**config.mk**
```make
export PLATFORM = sky130hd
export DESIGN_NAME = elevator
export DESIGN_NICKNAME = d
export VERILOG_FILES = /design/src/rtl/elevator.sv
export SDC_FILE = /design/constraint.sdc
export NUM_CORES = 1
export LEC_CHECK = 0
export ABC_AREA = 1
export CAP_MARGIN = 25
export CORE_ASPECT_RATIO = 0.6
export CORE_UTILIZATION = 50
export DETAILED_ROUTE_END_ITERATION = 10
export GPL_TIMING_DRIVEN = 0
export PLACE_DENSITY = 0.83
export SYNTH_ARGS = -nofsm -noshare
export SYNTH_HDL_FRONTEND = slang
export SYNTH_SLANG_ARGS = --single-unit
```
**constraint.sdc**
```tcl
create_clock -name CLK -period 5.4 [get_ports CLK]
set_clock_uncertainty 0.1 [all_clocks]
set_input_delay 1.08 -clock CLK [delete_from_list [all_inputs] [get_ports CLK]]
set_output_delay 1.08 -clock CLK [all_outputs]
set_load 0.1 [all_outputs]
```
**src/rtl/elevator.sv**
```systemverilog
// Four-floor collective-control elevator: buttons are latched until served, and the car sweeps one way before it reverses.
// DISP lags the floor sensors by one cycle, AC and Open decode the state register, and there is no backpressure (every press is held).
module elevator #(
   parameter int DOOR_CYCLES = 4
) (
   input  logic       CLK,
   input  logic       RESET,
   input  logic       F1,
   input  logic       F2,
   input  logic       F3,
   input  logic       F4,
   input  logic       U1,
   input  logic       U2,
   input  logic       U3,
   input  logic       U4,
   input  logic       D1,
   input  logic       D2,
   input  logic       D3,
   input  logic       D4,
   input  logic       S1,
   input  logic       S2,
   input  logic       S3,
   input  logic       S4,
   output logic [1:0] AC,
   output logic [2:0] DISP,
   output logic       Open
);

   localparam int CW = $clog2(DOOR_CYCLES + 1);

   localparam logic [1:0] ST_IDLE = 2'd0;
   localparam logic [1:0] ST_UP   = 2'd1;
   localparam logic [1:0] ST_DOWN = 2'd2;
   localparam logic [1:0] ST_DOOR = 2'd3;

   localparam logic DIR_UP   = 1'b0;
   localparam logic DIR_DOWN = 1'b1;

   logic [1:0]    state, state_n;
   logic          dir, dir_n;
   logic [2:0]    floor, last_floor, floor_n;
   logic [CW-1:0] cnt, cnt_n;
   logic [3:0]    cab_req, up_req, dn_req;

   logic [3:0] f_in, u_in, d_in, s_in;
   logic [3:0] here, above, below, any_req;
   logic [3:0] hall_dir, hall_opp, clr_opp;
   logic [3:0] clr_cab, clr_up, clr_dn;
   logic       req_above, req_below, beyond, serve_here, new_floor, reload;

   assign f_in = {F4, F3, F2, F1};
   assign u_in = {U4, U3, U2, U1};
   assign d_in = {D4, D3, D2, D1};
   assign s_in = {S4, S3, S2, S1};

   always_comb begin
      here  = '0;
      above = '0;
      below = '0;
      for (int k = 0; k < 4; k++) begin
         here[k]  = (floor == 3'(k + 1));
         above[k] = (3'(k + 1) > floor);
         below[k] = (3'(k + 1) < floor);
      end
   end

   assign any_req   = cab_req | up_req | dn_req;
   assign req_above = |(any_req & above);
   assign req_below = |(any_req & below);
   assign new_floor = (floor != last_floor);

   assign hall_dir = (dir == DIR_UP) ? up_req : dn_req;
   assign hall_opp = (dir == DIR_UP) ? dn_req : up_req;
   assign beyond   = (dir == DIR_UP) ? req_above : req_below;
   assign clr_opp  = beyond ? 4'b0000 : here;

   // An opposite-direction hall call is answered on the return sweep; opening
   // for it now would leave it latched and cycle the door forever.
   assign serve_here = |(here & (cab_req | hall_dir | (hall_opp & clr_opp)));

   always_comb begin
      clr_cab = '0;
      clr_up  = '0;
      clr_dn  = '0;
      if (state == ST_DOOR) begin
         clr_cab = here;
         if (dir == DIR_UP) begin
            clr_up = here;
            clr_dn = clr_opp;
         end else begin
            clr_dn = here;
            clr_up = clr_opp;
         end
      end
   end

   assign reload = |((f_in & clr_cab) | (u_in & clr_up) | (d_in & clr_dn));

   always_comb begin
      floor_n = floor;
      if (s_in[0])      floor_n = 3'd1;
      else if (s_in[1]) floor_n = 3'd2;
      else if (s_in[2]) floor_n = 3'd3;
      else if (s_in[3]) floor_n = 3'd4;
   end

   always_comb begin
      state_n = state;
      dir_n   = dir;
      cnt_n   = cnt;
      case (state)
         ST_IDLE: begin
            if (floor != 3'd0) begin
               if (serve_here) begin
                  state_n = ST_DOOR;
                  cnt_n   = CW'(DOOR_CYCLES);
               end else if (dir == DIR_UP) begin
                  if (req_above) begin
                     state_n = ST_UP;
                  end else if (req_below) begin
                     state_n = ST_DOWN;
                     dir_n   = DIR_DOWN;
                  end
               end else begin
                  if (req_below) begin
                     state_n = ST_DOWN;
                  end else if (req_above) begin
                     state_n = ST_UP;
                     dir_n   = DIR_UP;
                  end
               end
            end
         end
         ST_UP: begin
            if (new_floor && ((|(here & (cab_req | up_req))) || !req_above || floor == 3'd4)) begin
               state_n = ST_DOOR;
               cnt_n   = CW'(DOOR_CYCLES);
            end
         end
         ST_DOWN: begin
            if (new_floor && ((|(here & (cab_req | dn_req))) || !req_below || floor == 3'd1)) begin
               state_n = ST_DOOR;
               cnt_n   = CW'(DOOR_CYCLES);
            end
         end
         ST_DOOR: begin
            if (reload) begin
               cnt_n = CW'(DOOR_CYCLES);
            end else if (cnt <= CW'(1)) begin
               state_n = ST_IDLE;
               cnt_n   = '0;
            end else begin
               cnt_n = cnt - CW'(1);
            end
         end
         default: begin
            state_n = ST_IDLE;
            cnt_n   = '0;
         end
      endcase
   end

   always_ff @(posedge CLK) begin
      if (RESET) begin
         state      <= ST_IDLE;
         dir        <= DIR_UP;
         floor      <= 3'd0;
         last_floor <= 3'd0;
         cnt        <= '0;
         cab_req    <= '0;
         up_req     <= '0;
         dn_req     <= '0;
      end else begin
         state      <= state_n;
         dir        <= dir_n;
         floor      <= floor_n;
         last_floor <= floor;
         cnt        <= cnt_n;
         // Clearing at the served floor beats a same-cycle press there.
         cab_req    <= (cab_req | f_in) & ~clr_cab;
         up_req     <= (up_req | u_in) & ~clr_up;
         dn_req     <= (dn_req | d_in) & ~clr_dn;
      end
   end

   always_comb begin
      case (state)
         ST_UP:   AC = 2'b01;
         ST_DOWN: AC = 2'b10;
         default: AC = 2'b00;
      endcase
   end

   assign Open = (state == ST_DOOR);
   assign DISP = floor;

endmodule

```
==> results.sh <==
export IMPL_grt_pass1_wl_um=6250
export IMPL_status="complete, no violations"
export IMPL_grt_util_met2=0.369
export IMPL_rows=15
export IMPL_worstHoldStart="cnt[1]"
export IMPL_hold_depth=2
export IMPL_max_slew_margin=0.357
export IMPL_coreArea_um2=3000
export IMPL_synth_seq_cells=24
export IMPL_worstMarginPinSlew_ns=0.962
export IMPL_via_per_inst=5.01
export IMPL_final_antenna_net_count=0
export IMPL_power_density_nw_per_um2=327
export IMPL_synth_top_area_frac=0.292
export IMPL_die_y_um=46.5
export IMPL_fmax_mhz=298
export IMPL_min_to="cnt[1]"
export IMPL_end_kind="primary output"
export IMPL_clk_pin_slew_ns=0.08
export IMPL_arrival_ns=2.18
export IMPL_antennaDiodeCount=0
export IMPL_grt_usage=0.236
export IMPL_seq_area_frac_synth=0.292
export IMPL_cts_hold_buf=0
export IMPL_initial_core_util=0.549
export IMPL_p_leak_nw=0.985
export IMPL_power_total_w=0.000650
export IMPL_worst_path_max_fanout=6
export IMPL_syn_inst=256
export IMPL_ff2ff_setup_slack_ns=3.10
export IMPL_grt_met3_usage=0.0475
export IMPL_post_cts_buffers=0
export IMPL_slew_violations=0
export IMPL_fin_crit_sh=0.622
export IMPL_ff_latch_area_um2=480
export IMPL_wl_um=3840
export IMPL_synth_commonest_cells="nand2_1 (62), inv_1 (37), nor2_1 (35)"
export IMPL_gp_congestion=0.872
export IMPL_yosysTopAreaCell="dfxtp_1"
export IMPL_cts_sinks=24
export IMPL_drtIter0Drc=172
export IMPL_synth_edf_count=0
export IMPL_vias=1629
export IMPL_nets=309
export IMPL_grt_pass1_vias=1318
export IMPL_tritoncts="yes"
export IMPL_final_layout_size_suffix_gt1_frac=0.0813
export IMPL_wire_per_inst_um=11.8
export IMPL_port_buffer_count=23
export IMPL_avgSynthCellArea_um2=6.44
export IMPL_synthFlopType="dfxtp_1"
export IMPL_ys_types=32
export IMPL_synth_area_um2=1650
export IMPL_cp_required_ns=4.22
export IMPL_worst_setup_path_type="flip-flop to primary output"
export IMPL_period_minus_slack_ns=3.36
export IMPL_drc_errors=0
export IMPL_finalHoldViolCount=0
export IMPL_synth_most_common_cell="nand2_1"
export IMPL_synthArstFlopShare=0
export IMPL_setup_tns_final_ns=0
export IMPL_pin_count=24
export IMPL_numCtsBuffers=3
export IMPL_insertion_delay_ns=0.27
export IMPL_worst_ir_drop_vdd_mv=0.211
export IMPL_cap_violations=0
export IMPL_syn_nets=281
export IMPL_ys_warn_count=0
export IMPL_regToRegEndpoint="state[1]"
export IMPL_layout_setup_ws_ns=2.04
export IMPL_yosys_top_cells_area="dfxtp_1 (29%), nand2_1 (14%), inv_1 (8.4%), nor2_1 (8.0%), ha_1 (5.3%)"
export IMPL_clk_path_buf_depth=2
export IMPL_grt_antenna_before_repair=0
export IMPL_place_ws_ns=2.34
export IMPL_dieArea_um2=3540
export IMPL_hp_class="flip-flop to flip-flop"
export IMPL_setup_violations=0
export IMPL_grt_busiest_layer="met2"
export IMPL_grt_max_degree=14
export IMPL_cp_start_kind="flip-flop"
export IMPL_grt_ovfl_total=0
export IMPL_fp_dieW_um=76.1
export IMPL_r2r_start="DISP[1]"
export IMPL_worst_r2r_cell_count=14
export IMPL_grt_setup_unrepaired="no"
export IMPL_cts_resized=0
export IMPL_met1_usage=0.339
export IMPL_first_pass_iters=4
export IMPL_multi_input_area_um2=967
export IMPL_synthToLayoutAreaGrowth_pct=20.5
export IMPL_ctsHtreeMaxLevel=1
export IMPL_dpl_hpwl_um=3010
export IMPL_cts_root_buf="clkbuf_8"
export IMPL_fillers=298
[kinds of logic (layout without fill, tap and decap cells)]
kind of cell,count (synthesis),count (layout),synth area share
compound gates,41,41,0.154
xor+xnor,4,4,0.0213
fa+ha+maj,8,8,0.0592
buf+inv,45,72,0.121
flops,24,24,0.292
simple gates,134,134,0.352
[area by class of cell]
cell class                 instances  area share
tap                               42      0.0265
buffer                             5      0.0246
sequential                        24       0.242
multi-input combinational        187       0.487
timing repair buffer              23       0.116
inverter                          40      0.0762
clock buffer                       4      0.0277
[cells in the final DEF, fill, tap and decap left out]
master,n
maj3_1,1
nand4_1,5
o21a_1,1
a2111oi_0,1
nor2_2,1
and3_1,1
nand3_1,17
clkdlybuf4s50_1,23
clkbuf_8,5
buf_2,1
xnor2_1,4
o211ai_1,7
buf_6,2
o21bai_4,1
o31ai_1,1
a21oi_1,15
nand2_2,3
nor3_1,4
inv_1,37
buf_4,1
nor2_1,35
o21ai_2,1
a211oi_1,2
o21ai_0,12
nand2_4,1
nand2_1,62
nor2_4,1
or2_2,3
ha_1,7
clkinv_2,1
dfxtp_1,24
inv_2,2
nand3b_1,1
[through the flow]
step                      cell area, um2  std cells  utilization  hold WS [ns]
after floorplan                     1650        256            -         0.353
after global placement              1930        321        0.643         0.375
after detailed placement            1930        321        0.643         0.381
after CTS                           1990        325        0.661         0.394
after global routing                1990        325        0.661         0.426
final                               1990        325        0.661         0.393
[sequential cells by signal, indices dropped and copies added, names as in the netlist]
signal and cells:
up_req 4, dir 1, last_floor 3, dn_req 4
cab_req 4, state 2, cnt 3, DISP 3
[power by group]
part           switching [W]  internal, W  total (W)
Sequential         0.0000207     0.000203   0.000224
Clock              0.0000571    0.0000652   0.000122
Combinational       0.000197     0.000106   0.000303
[how the worst max path moves through the flow]
stage                  end  startpoint  depth (start not counted)  slack (ns)
detailed placement    Open    state[1]                          2        2.34
CTS                   Open    state[1]                          2        2.03
global route          Open    state[1]                          2        1.97
finish                Open    state[1]                          2        2.04
floorplan           cnt[0]     DISP[1]                         19        2.77
global placement      Open    state[1]                          2        2.35
[layer usage]
layer | part of all wire | routed length [um]
met1 | 0.52 | 2010
met2 | 0.39 | 1500
met3 | 0.077 | 296
met4 | 0.011 | 42
met5 | 0 | 0
[worst max-delay path: stages, from the launching register on]
cell	delay (ns)
dfxtp_1	0.38
ha_1	0.34
clkdlybuf4s50_1	1.19
No activity file was read; power rests on OpenSTA's default activity.
==> variant: new RTL, same flow settings <==
Change the parameter `DOOR_CYCLES` from 4 to 16.
--- a/src/rtl/elevator.sv
+++ b/src/rtl/elevator.sv
@@ -2,5 +2,5 @@
 // DISP lags the floor sensors by one cycle, AC and Open decode the state register, and there is no backpressure (every press is held).
 module elevator #(
-   parameter int DOOR_CYCLES = 4
+   parameter int DOOR_CYCLES = 16
 ) (
    input  logic       CLK,
Check against the original RTL: not equivalent (Yosys sat finds a counterexample within 10 cycles, from zero or initial values and one cycle with RESET high).
==> variant against the unedited design <==
- routed wire length up 9.3%
- core utilization down 2.5 points
- via count up 9.8%
- sequential cell count up 2
- non-clock buffer count up 1
- sequential share of layout area up 0.26 points
- critical path depth unchanged
- combinational power up 33%
- final area up 7.2%
- setup slack worse by 0.096 ns
- synthesized area up 9.3%
- power up 19%
- critical path type unchanged
==> variant: results (changes against the unedited design) <==
stage	metric	value	unit	change
logic_synthesis	Async SR Flop Fraction	0	%	unchanged
global_routing	largest net degree at the start of global routing	14		unchanged
power	NetSw	0.0003504	W	was 0.0002750 W
run_status	outcome	finished, final reports clean		unchanged
sta	worst hold slack	0.3866	ns	was 0.3928 ns
finish	Final #Nets	326		was 309
clocking	Worst-path clk slew	0.09	ns	
logic_synthesis	Mean Syn Cell Area	6.595	µm²	was 6.437 µm²
routing	DR top layer	met3		was met4
power	maximum VDD drop	0.0002000	V	was 0.0002112 V
routing	DRT iter0 DRCs	139		was 172
finish	# diodes	0		unchanged
global_routing	met3 usage in global routing	5.283	%	was 4.752%
routing	wire length on met2	1627	µm	was 1495 µm
routing	aggregate routed wire length	4201	µm	was 3843 µm
clocking	clock buffer count from CTS	3		unchanged
logic_synthesis	sequential share of the synthesized area	28.91	%	was 29.16%
routing	via count	1788		was 1629
sta	Worst-Margin Slew	0.9601	ns	was 0.9615 ns
placement	global placer's final weighted congestion	0.9366		was 0.8722
placement	placed wire-length estimate	3285	µm	was 3007 µm
logic_synthesis	Synth Net Count	298		was 281
power	P_leak	1.026	nW	was 0.9852 nW
setup_path	Crit Reg-Reg Endpoint	state[0]$_SDFFE_PP0P_		was state[1]$_SDFFE_PP0P_
routing	wire length on met1	2269	µm	was 2009 µm
logic_synthesis	Synth area leaders	dfxtp_1 29%, nand2_1 13%, nor2_1 7.7%, inv_1 6.9%, ha_1 4.9%		was dfxtp_1 29%, nand2_1 14%, inv_1 8.4%, nor2_1 8.0%, ha_1 5.3%
global_routing	GRT met2 Usage	35.61	%	was 36.91%
logic_synthesis	most common library cells after synthesis	61 x nand2_1, 37 x nor2_1, 33 x inv_1		was 62 x nand2_1, 37 x inv_1, 35 x nor2_1
global_routing	first-pass GRT wire length	7314	µm	was 6251 µm
global_routing	vias in the first global route	1603		was 1318
global_routing	Tot GR Track Use	24.38	%	was 23.55%
placement	pre-CTS WS	2.260	ns	was 2.339 ns
global_routing	routing usage on met1	37.65	%	was 33.89%
clocking	Post-CTS Resized	0		unchanged
logic_synthesis	library cells used by synthesis	35		was 32
setup_path	R2R Setup Slk	3.20	ns	was 3.10 ns
finish	Layout fillers	336		was 298
clocking	Post-CTS Setup Inserts	0		unchanged
finish	Non-Filler Instances	344		was 325
finish	Design Area, Final	2128	µm²	was 1986 µm²
finish	share of layout cells above drive strength 1	11.71	%	was 8.127%
setup_path	CP max FO	7		was 6
routing	met3 wire len	304	µm	was 296 µm
placement	placed insts	341		was 321
hold_path	hold path start	cnt[1]$_SDFFE_PP0P_		unchanged
## variant: worst max path at each step
stage | from | endpoint | slack (ns)
after floorplan | DISP[1]$_SDFFE_PP0P_ | cnt[1]$_SDFFE_PP0P_ | 2.77
after global placement | state[1]$_SDFFE_PP0P_ | Open | 2.26
after detailed placement | state[1]$_SDFFE_PP0P_ | Open | 2.26
after CTS | state[1]$_SDFFE_PP0P_ | Open | 1.94
after global routing | state[1]$_SDFFE_PP0P_ | Open | 1.86
final | state[1]$_SDFFE_PP0P_ | Open | 1.94
## variant: area by class of cell
| type | count | share of cell area, % |
|---|---|---|
| Sequential cell | 26 | 24.46 |
| Buffer | 6 | 1.705 |
| Clock buffer | 3 | 1.940 |
| Multi-Input combinational cell | 204 | 51.91 |
| Timing Repair Buffer | 23 | 10.82 |
| Tap cell | 45 | 2.646 |
| Inverter | 37 | 6.526 |
## variant: cells by family (layout without fill, tap and decap cells)
kind of cell / after synthesis / count (layout) / synth area share (%)
AO/OA/AOI/OAI: 44 / 44 / 14.80
XOR/XNOR: 6 / 6 / 2.919
adder cells (fa/ha/maj): 8 / 8 / 5.420
buffers and inverters: 43 / 69 / 9.729
flip-flops: 26 / 26 / 28.91
AND/OR/NAND/NOR: 146 / 146 / 38.22
## variant: power groups by stage
| stage | logic (W) | registers, W | clock network, W |
|---|---|---|---|
| CTS | 0.000400 | 0.000257 | 0.000115 |
| finish | 0.000402 | 0.000258 | 0.000111 |
| global route | 0.000461 | 0.000262 | 0.000123 |
| floorplan | 0.000314 | 0.000260 | 0 |
| global placement | 0.000387 | 0.000259 | 0 |
| detailed placement | 0.000397 | 0.000261 | 0 |
## variant: critical path, cell delays in order, from the launching register on
cell and delay, ns:
dfxtp_1 0.41, ha_1 0.39, clkdlybuf4s50_1 1.20
